--- src/rtl/uart_tx_arbiter_if.sv ---
// ----------------------------------------------------------------------------
// uart_tx_arbiter_if
//
// Bundles the byte-producer handshake and the UART write port that the
// round-robin arbiter sits between.
//
// Signals:
//   req_valid     per-requester byte valid
//   req_data      per-requester byte, requester i on bits [8i+7:8i]
//   req_ready     one-hot handshake accept from the arbiter
//   uart_wr_data  byte presented to the UART wr_data input
//   uart_wr_en    single-cycle write strobe to the UART wr_en input
//
// Modports:
//   master  byte sources / UART side (drives valid and data)
//   slave   the arbiter (drives ready and the UART write port)
// ----------------------------------------------------------------------------
interface uart_tx_arbiter_if #(
    parameter int NUM_REQ = 4
);
    logic [NUM_REQ-1:0]   req_valid;
    logic [8*NUM_REQ-1:0] req_data;
    logic [NUM_REQ-1:0]   req_ready;
    logic [7:0]           uart_wr_data;
    logic                 uart_wr_en;

    modport master (
        output req_valid,
        output req_data,
        input  req_ready,
        input  uart_wr_data,
        input  uart_wr_en
    );

    modport slave (
        input  req_valid,
        input  req_data,
        output req_ready,
        output uart_wr_data,
        output uart_wr_en
    );
endinterface

--- src/rtl/uart_tx_arbiter.sv ---
// ----------------------------------------------------------------------------
// uart_tx_arbiter
//
// Round-robin scheduler sharing one UART transmit write port among NUM_REQ
// byte producers. One byte is accepted per handshake, one uart_wr_en pulse is
// issued per byte, and further grants are held off for FRAME_CYCLES cycles
// after each write so the UART is never written while still shifting.
//
// Parameters:
//   NUM_REQ       number of requesters (2..8)
//   FRAME_CYCLES  cycles from write strobe to next possible grant (>= 11)
//   CNT_W         width of the per-requester statistics counters
//
// Ports:
//   clk       clock
//   rst_n     asynchronous active-low reset
//   enable    low blocks new grants; a frame already in flight completes
//   bus       uart_tx_arbiter_if.slave (req_valid/req_data/req_ready,
//             uart_wr_data/uart_wr_en)
//   gnt_id    index of the requester whose byte is in flight (registered)
//   busy      high while issuing or guarding a frame
//   stat_sel  statistics counter select
//   stat_clr  synchronous clear of all statistics counters
//   stat_cnt  bytes issued for requester stat_sel (combinational read)
//
// Optional feature: define UART_TX_ARB_STATS_EN to build the per-requester
// byte counters; otherwise stat_cnt is tied to zero and stat_sel/stat_clr
// are ignored.
// ----------------------------------------------------------------------------
module uart_tx_arbiter #(
    parameter int NUM_REQ      = 4,
    parameter int FRAME_CYCLES = 11,
    parameter int CNT_W        = 16
) (
    input  logic                       clk,
    input  logic                       rst_n,
    input  logic                       enable,
    uart_tx_arbiter_if.slave           bus,
    output logic [$clog2(NUM_REQ)-1:0] gnt_id,
    output logic                       busy,
    input  logic [$clog2(NUM_REQ)-1:0] stat_sel,
    input  logic                       stat_clr,
    output logic [CNT_W-1:0]           stat_cnt
);

    localparam int ID_W = $clog2(NUM_REQ);
    localparam int GC_W = $clog2(FRAME_CYCLES);

    typedef enum logic [1:0] {IDLE, ISSUE, GUARD} state_t;

    state_t          state_q, state_d;
    logic [ID_W-1:0] last_q;
    logic [ID_W-1:0] gnt_q;
    logic [7:0]      data_q;
    logic            wr_en_q;
    logic [GC_W-1:0] guard_q;

    logic [ID_W-1:0] win;
    logic [ID_W-1:0] cand;
    logic            found;
    logic            grant;
    logic [7:0]      win_data;

    // Round-robin search: scan from last+1 upward (wrapping) and take the
    // first requester presenting a valid byte.
    always_comb begin
        win   = '0;
        cand  = '0;
        found = 1'b0;
        for (int k = 1; k <= NUM_REQ; k++) begin
            cand = ID_W'((int'(last_q) + k) % NUM_REQ);
            if (!found && bus.req_valid[cand]) begin
                found = 1'b1;
                win   = cand;
            end
        end
    end

    always_comb begin
        win_data = 8'h00;
        for (int i = 0; i < NUM_REQ; i++) begin
            if (win == ID_W'(i)) begin
                win_data = bus.req_data[8*i +: 8];
            end
        end
    end

    // Gating with rst_n keeps req_ready low while reset is held, even though
    // the state register already reads IDLE.
    assign grant = rst_n && (state_q == IDLE) && enable && found;

    // State register.
    always_ff @(posedge clk or negedge rst_n) begin
        if (!rst_n) begin
            state_q <= IDLE;
        end else begin
            state_q <= state_d;
        end
    end

    // Next-state logic. GUARD leaves on the edge where the counter reaches
    // zero, so ISSUE plus GUARD span exactly FRAME_CYCLES cycles.
    always_comb begin
        state_d = state_q;
        case (state_q)
            IDLE:    if (grant) state_d = ISSUE;
            ISSUE:   state_d = GUARD;
            GUARD:   if (guard_q <= GC_W'(1)) state_d = IDLE;
            default: state_d = IDLE;
        endcase
    end

    // Output logic.
    always_comb begin
        bus.req_ready = '0;
        if (grant) begin
            bus.req_ready[win] = 1'b1;
        end
        busy = (state_q != IDLE);
    end

    // Datapath captured at the handshake; the write strobe is the registered
    // grant, so it lines up with the ISSUE cycle.
    always_ff @(posedge clk or negedge rst_n) begin
        if (!rst_n) begin
            last_q  <= ID_W'(NUM_REQ - 1);
            gnt_q   <= '0;
            data_q  <= 8'h00;
            wr_en_q <= 1'b0;
        end else begin
            wr_en_q <= grant;
            if (grant) begin
                last_q <= win;
                gnt_q  <= win;
                data_q <= win_data;
            end
        end
    end

    always_ff @(posedge clk or negedge rst_n) begin
        if (!rst_n) begin
            guard_q <= '0;
        end else if (state_q == ISSUE) begin
            guard_q <= GC_W'(FRAME_CYCLES - 1);
        end else if (state_q == GUARD && guard_q != '0) begin
            guard_q <= guard_q - GC_W'(1);
        end
    end

    assign bus.uart_wr_data = data_q;
    assign bus.uart_wr_en   = wr_en_q;
    assign gnt_id           = gnt_q;

`ifdef UART_TX_ARB_STATS_EN
    logic [CNT_W-1:0] stat_q [NUM_REQ];

    // Clear wins over a same-cycle increment; counters wrap naturally.
    always_ff @(posedge clk or negedge rst_n) begin
        if (!rst_n) begin
            for (int i = 0; i < NUM_REQ; i++) stat_q[i] <= '0;
        end else if (stat_clr) begin
            for (int i = 0; i < NUM_REQ; i++) stat_q[i] <= '0;
        end else if (state_q == ISSUE) begin
            stat_q[gnt_q] <= stat_q[gnt_q] + CNT_W'(1);
        end
    end

    assign stat_cnt = (int'(stat_sel) < NUM_REQ) ? stat_q[stat_sel] : '0;
`else
    logic stats_unused;
    assign stats_unused = ^{stat_sel, stat_clr};
    assign stat_cnt     = '0;
`endif

endmodule

--- src/flat_wrapper.sv ---
// flat-port wrapper written by rule: the top's interface ports become plain ports
module uart_tx_arbiter_flat 
#(
    parameter int NUM_REQ      = 4,
    parameter int FRAME_CYCLES = 11,
    parameter int CNT_W        = 16
)
  (clk, rst_n, enable, gnt_id, busy, stat_sel, stat_clr, stat_cnt, bus_req_valid, bus_req_data, bus_req_ready, bus_uart_wr_data, bus_uart_wr_en);
  uart_tx_arbiter_if #(.NUM_REQ(NUM_REQ)) bus_i ();
  input  logic clk;
  input  logic rst_n;
  input  logic enable;
  output logic [$clog2(NUM_REQ)-1:0] gnt_id;
  output logic busy;
  input  logic [$clog2(NUM_REQ)-1:0] stat_sel;
  input  logic stat_clr;
  output logic [CNT_W-1:0] stat_cnt;
  input wire logic [$bits(bus_i.req_valid)-1:0] bus_req_valid;
  input wire logic [$bits(bus_i.req_data)-1:0] bus_req_data;
  output wire logic [$bits(bus_i.req_ready)-1:0] bus_req_ready;
  output wire logic [$bits(bus_i.uart_wr_data)-1:0] bus_uart_wr_data;
  output wire logic [$bits(bus_i.uart_wr_en)-1:0] bus_uart_wr_en;
  assign bus_i.req_valid = bus_req_valid;
  assign bus_i.req_data = bus_req_data;
  assign bus_req_ready = bus_i.req_ready;
  assign bus_uart_wr_data = bus_i.uart_wr_data;
  assign bus_uart_wr_en = bus_i.uart_wr_en;
  uart_tx_arbiter #(.NUM_REQ(NUM_REQ), .FRAME_CYCLES(FRAME_CYCLES), .CNT_W(CNT_W)) u_core (.clk(clk), .rst_n(rst_n), .enable(enable), .bus(bus_i), .gnt_id(gnt_id), .busy(busy), .stat_sel(stat_sel), .stat_clr(stat_clr), .stat_cnt(stat_cnt));
endmodule
--- config.mk ---
export PLATFORM = sky130hd
export DESIGN_NAME = uart_tx_arbiter_flat
export DESIGN_NICKNAME = d
export VERILOG_FILES = /design/src/rtl/uart_tx_arbiter_if.sv /design/src/rtl/uart_tx_arbiter.sv /design/src/flat_wrapper.sv
export SDC_FILE = /design/constraint.sdc
export NUM_CORES = 1
export LEC_CHECK = 0
export CAP_MARGIN = 20
export CORE_MARGIN = 1
export CORE_UTILIZATION = 38
export CTS_CLUSTER_SIZE = 12
export DETAILED_ROUTE_END_ITERATION = 6
export GPL_TIMING_DRIVEN = 0
export PLACE_DENSITY_LB_ADDON = 0.3
export SYNTH_ARGS = -nofsm -noshare
export SYNTH_HDL_FRONTEND = slang
export SYNTH_SLANG_ARGS = --single-unit
--- constraint.sdc ---
create_clock -name clk -period 2.1 [get_ports clk]
set_clock_uncertainty 0.1 [all_clocks]
set_input_delay 0.42 -clock clk [delete_from_list [all_inputs] [get_ports clk]]
set_output_delay 0.42 -clock clk [all_outputs]
set_load 0.01 [all_outputs]
==> flow_summary.ini <==
[route]
wire_per_inst_um = 13.4
routed_wl_mm = 3.49
vias_per_cell = 4.88
drtIter0Drc = 35
vias = 1274
drc_errors = 0
dr.pass1.iters = 5
drtAntennaViolNets = 0

[finish]
multi_input_area_um2 = 682
finalInstanceArea_um2 = 2060
drive_above_1_share_pct = 23.5
layout.area.seq_um2 = 478
area_growth_pct = 63.7
fillers = 261
nNetsFinal = 262
antenna_cells = 0

[cts]
h-tree-depth = 1
numCtsBuffers = 3
clock_sinks = 19
clock_latency_ps = 300
cts_buffer_depth = 2
clk_pin_slew_ps = 120
cts_root_buffer = clkbuf_4
cts_tree = built

[hold_path]
min_from = u_core.gnt_id[1]$_DFFE_PN0P_
min_path_type = reg -> reg
min_path_cells = 1
holdPathEnd = u_core.gnt_id[1]$_DFFE_PN0P_

[floorplan]
dieArea_um2 = 3550
io_pins = 74
die_h_um = 59.6
die_width_um = 59.6
row_count = 20
initial_core_util_pct = 40.6
core_um2 = 3100

[status]
violations = setup timing
status = finished with violations

[flow_run]
cap_viol_max_count = 0

[timing]
timing.final.crit_period_ps = 2310
setup_viol = 4
fin_crit_sh_pct = 110
drv_slew = 0
setup_slack_ps = -215
worstMarginPinSlew_ps = 783
slew_headroom_pct = 47.6
whs_ps = 400
fmax_mhz = 432
hold_viol = 0
rsz0062_at_grt = yes

[grt]
grt_pass1_vias = 1206
grt_pass1_wl_mm = 5.23
met2_usage_pct = 35.3
grt_usage_pct = 19.6
grt_start_max_net_pins = 18
met1_usage_pct = 22.9
antenna_found_initial = 0
overflow = 0
grt_busiest_layer = met2
use_met3_pct = 3.06

[place]
pre_cts_ws_ps = -1580
portBuffers = 54
dp.final_hpwl_mm = 2.54
gp_congestion = 0.757
dpl_cell_area_um2 = 1910

[setup_path]
rrSetupSlack_ps = 120
cp_top_family = flip-flops
rr_startpoint = u_core.last_q[1]$_DFFE_PN1P_
slowest_stage = dfstp_2
reg2reg_to = u_core.bus.uart_wr_data[0]$_DFFE_PN0P_
ff2ff_path_depth = 8
worstSetupPathDepth = 5
slowest_delay_ps = 600
endpoint_kind = output pin
worstPathArrival_ps = 1790
cp_cell_sequence = buf_4, mux2i_2, o221ai_4, nor3_2, buf_2
start_kind = flop
path_buf_inv = 2
cp.required_ps = 1580
worstSetupPathType = reg -> out
crit_path_max_fanout = 6

[logic_synthesis]
synth_top_cells_by_count = 18 x nand2_1, 17 x buf_4, 17 x dfrtp_1, 17 x mux2i_1
synth-main-ff-cell = dfrtp_1
syn-mean-instance-area_um2 = 9.48
synth_top_area_share_pct = 33.7
synth_top_area_cell = dfrtp_1
ys_seq_area_share_pct = 37.9
synth_area_leaders = dfrtp_1 34%, mux2i_1 13%, buf_4 10%
synth_edf_count = 0
ys_async_sr_fraction_pct = 100
yosysWarnings = 0
synth-seq-cells = 19
synth_most_common_cell = nand2_1
netlist_instances = 133
netlist_area_um2 = 1260
synth_cell_types = 35

[power]
ir_drop_uv = 533
total_power_mw = 2.12
pwr_density_cell_nw_per_um2 = 1030
power_leakage_nw = 0.993
[state kept, by name (all words and copies together), names as in the netlist]
register and count:
u_core.bus.uart_wr_en 1, u_core.guard_q 4, u_core.state_q 2, u_core.bus.uart_wr_data 8, u_core.gnt_id 2, u_core.last_q 2
[area by class of cell]
| type | count | area share [%] |
|---|---|---|
| repair buffers | 66 | 30.1 |
| plain buffers | 21 | 8.12 |
| clock buffers | 3 | 1.09 |
| clock inverters | 1 | 0.364 |
| flip-flops and latches | 19 | 23.2 |
| multi-input cells | 99 | 33.0 |
| well taps | 44 | 2.67 |
| inverters | 8 | 1.45 |
[routing by layer]
layer,part of all wire (%),wire length (um)
met2,52,1810
met5,0,0
met4,2.3,80
met3,5.2,180
met1,41,1410
[cells in the final DEF (no fill, tap or decap), drive strengths merged, types with 6 or more instances in the layout]
cell type      count
buf               34
clkdlybuf4s50     45
conb              16
dfrtp             17
inv                8
mux2i             17
nand2             18
nor2               6
o221ai             9
[stage by stage]
step | instances | TNS (ps) | utilization, %
after floorplan | 148 | 0 | -
after global placement | 246 | -14610 | 61.7
final | 261 | -824 | 66.5
after CTS | 260 | -935 | 64.6
after detailed placement | 246 | -15330 | 61.7
after global routing | 261 | -1180 | 66.5
[cells by family after synthesis]
group / share of synthesized area, %
AOI/OAI and AO/OA: 16.7
adders and majority gates: 1.98
buffers and inverters: 15.8
other: 0.297
DFF: 37.9
and+or+nand+nor: 13.9
muxes: 13.5
[what timing repair did]
action	CTS	global route
endpoints found under the hold margin	17	0
pin swaps	4	3
endpoints found under the setup margin	18	4
hold buffers	2	0
buffers inserted	9	1
resized for setup	30	11
[worst max-delay path by stage]
stage                                       startpoint          endpoint  slack (ps)
after floorplan           u_core.last_q[1]$_DFFE_PN1P_  bus_req_ready[3]         120
after global placement                           rst_n  bus_req_ready[2]       -1540
after detailed placement                         rst_n  bus_req_ready[2]       -1580
after CTS                 u_core.last_q[1]$_DFFE_PN1P_  bus_req_ready[3]        -260
after global routing      u_core.last_q[1]$_DFFE_PN1P_  bus_req_ready[3]        -300
final                     u_core.last_q[1]$_DFFE_PN1P_  bus_req_ready[2]        -210
[report_power, final]
part / leakage (nW) / switching (mW) / internal, mW
Combinational: 0.749 / 0.563 / 0.694
Sequential: 0.231 / 0.124 / 0.539
Clock: 0.0139 / 0.127 / 0.0724
(Power assumes the default switching activity.)
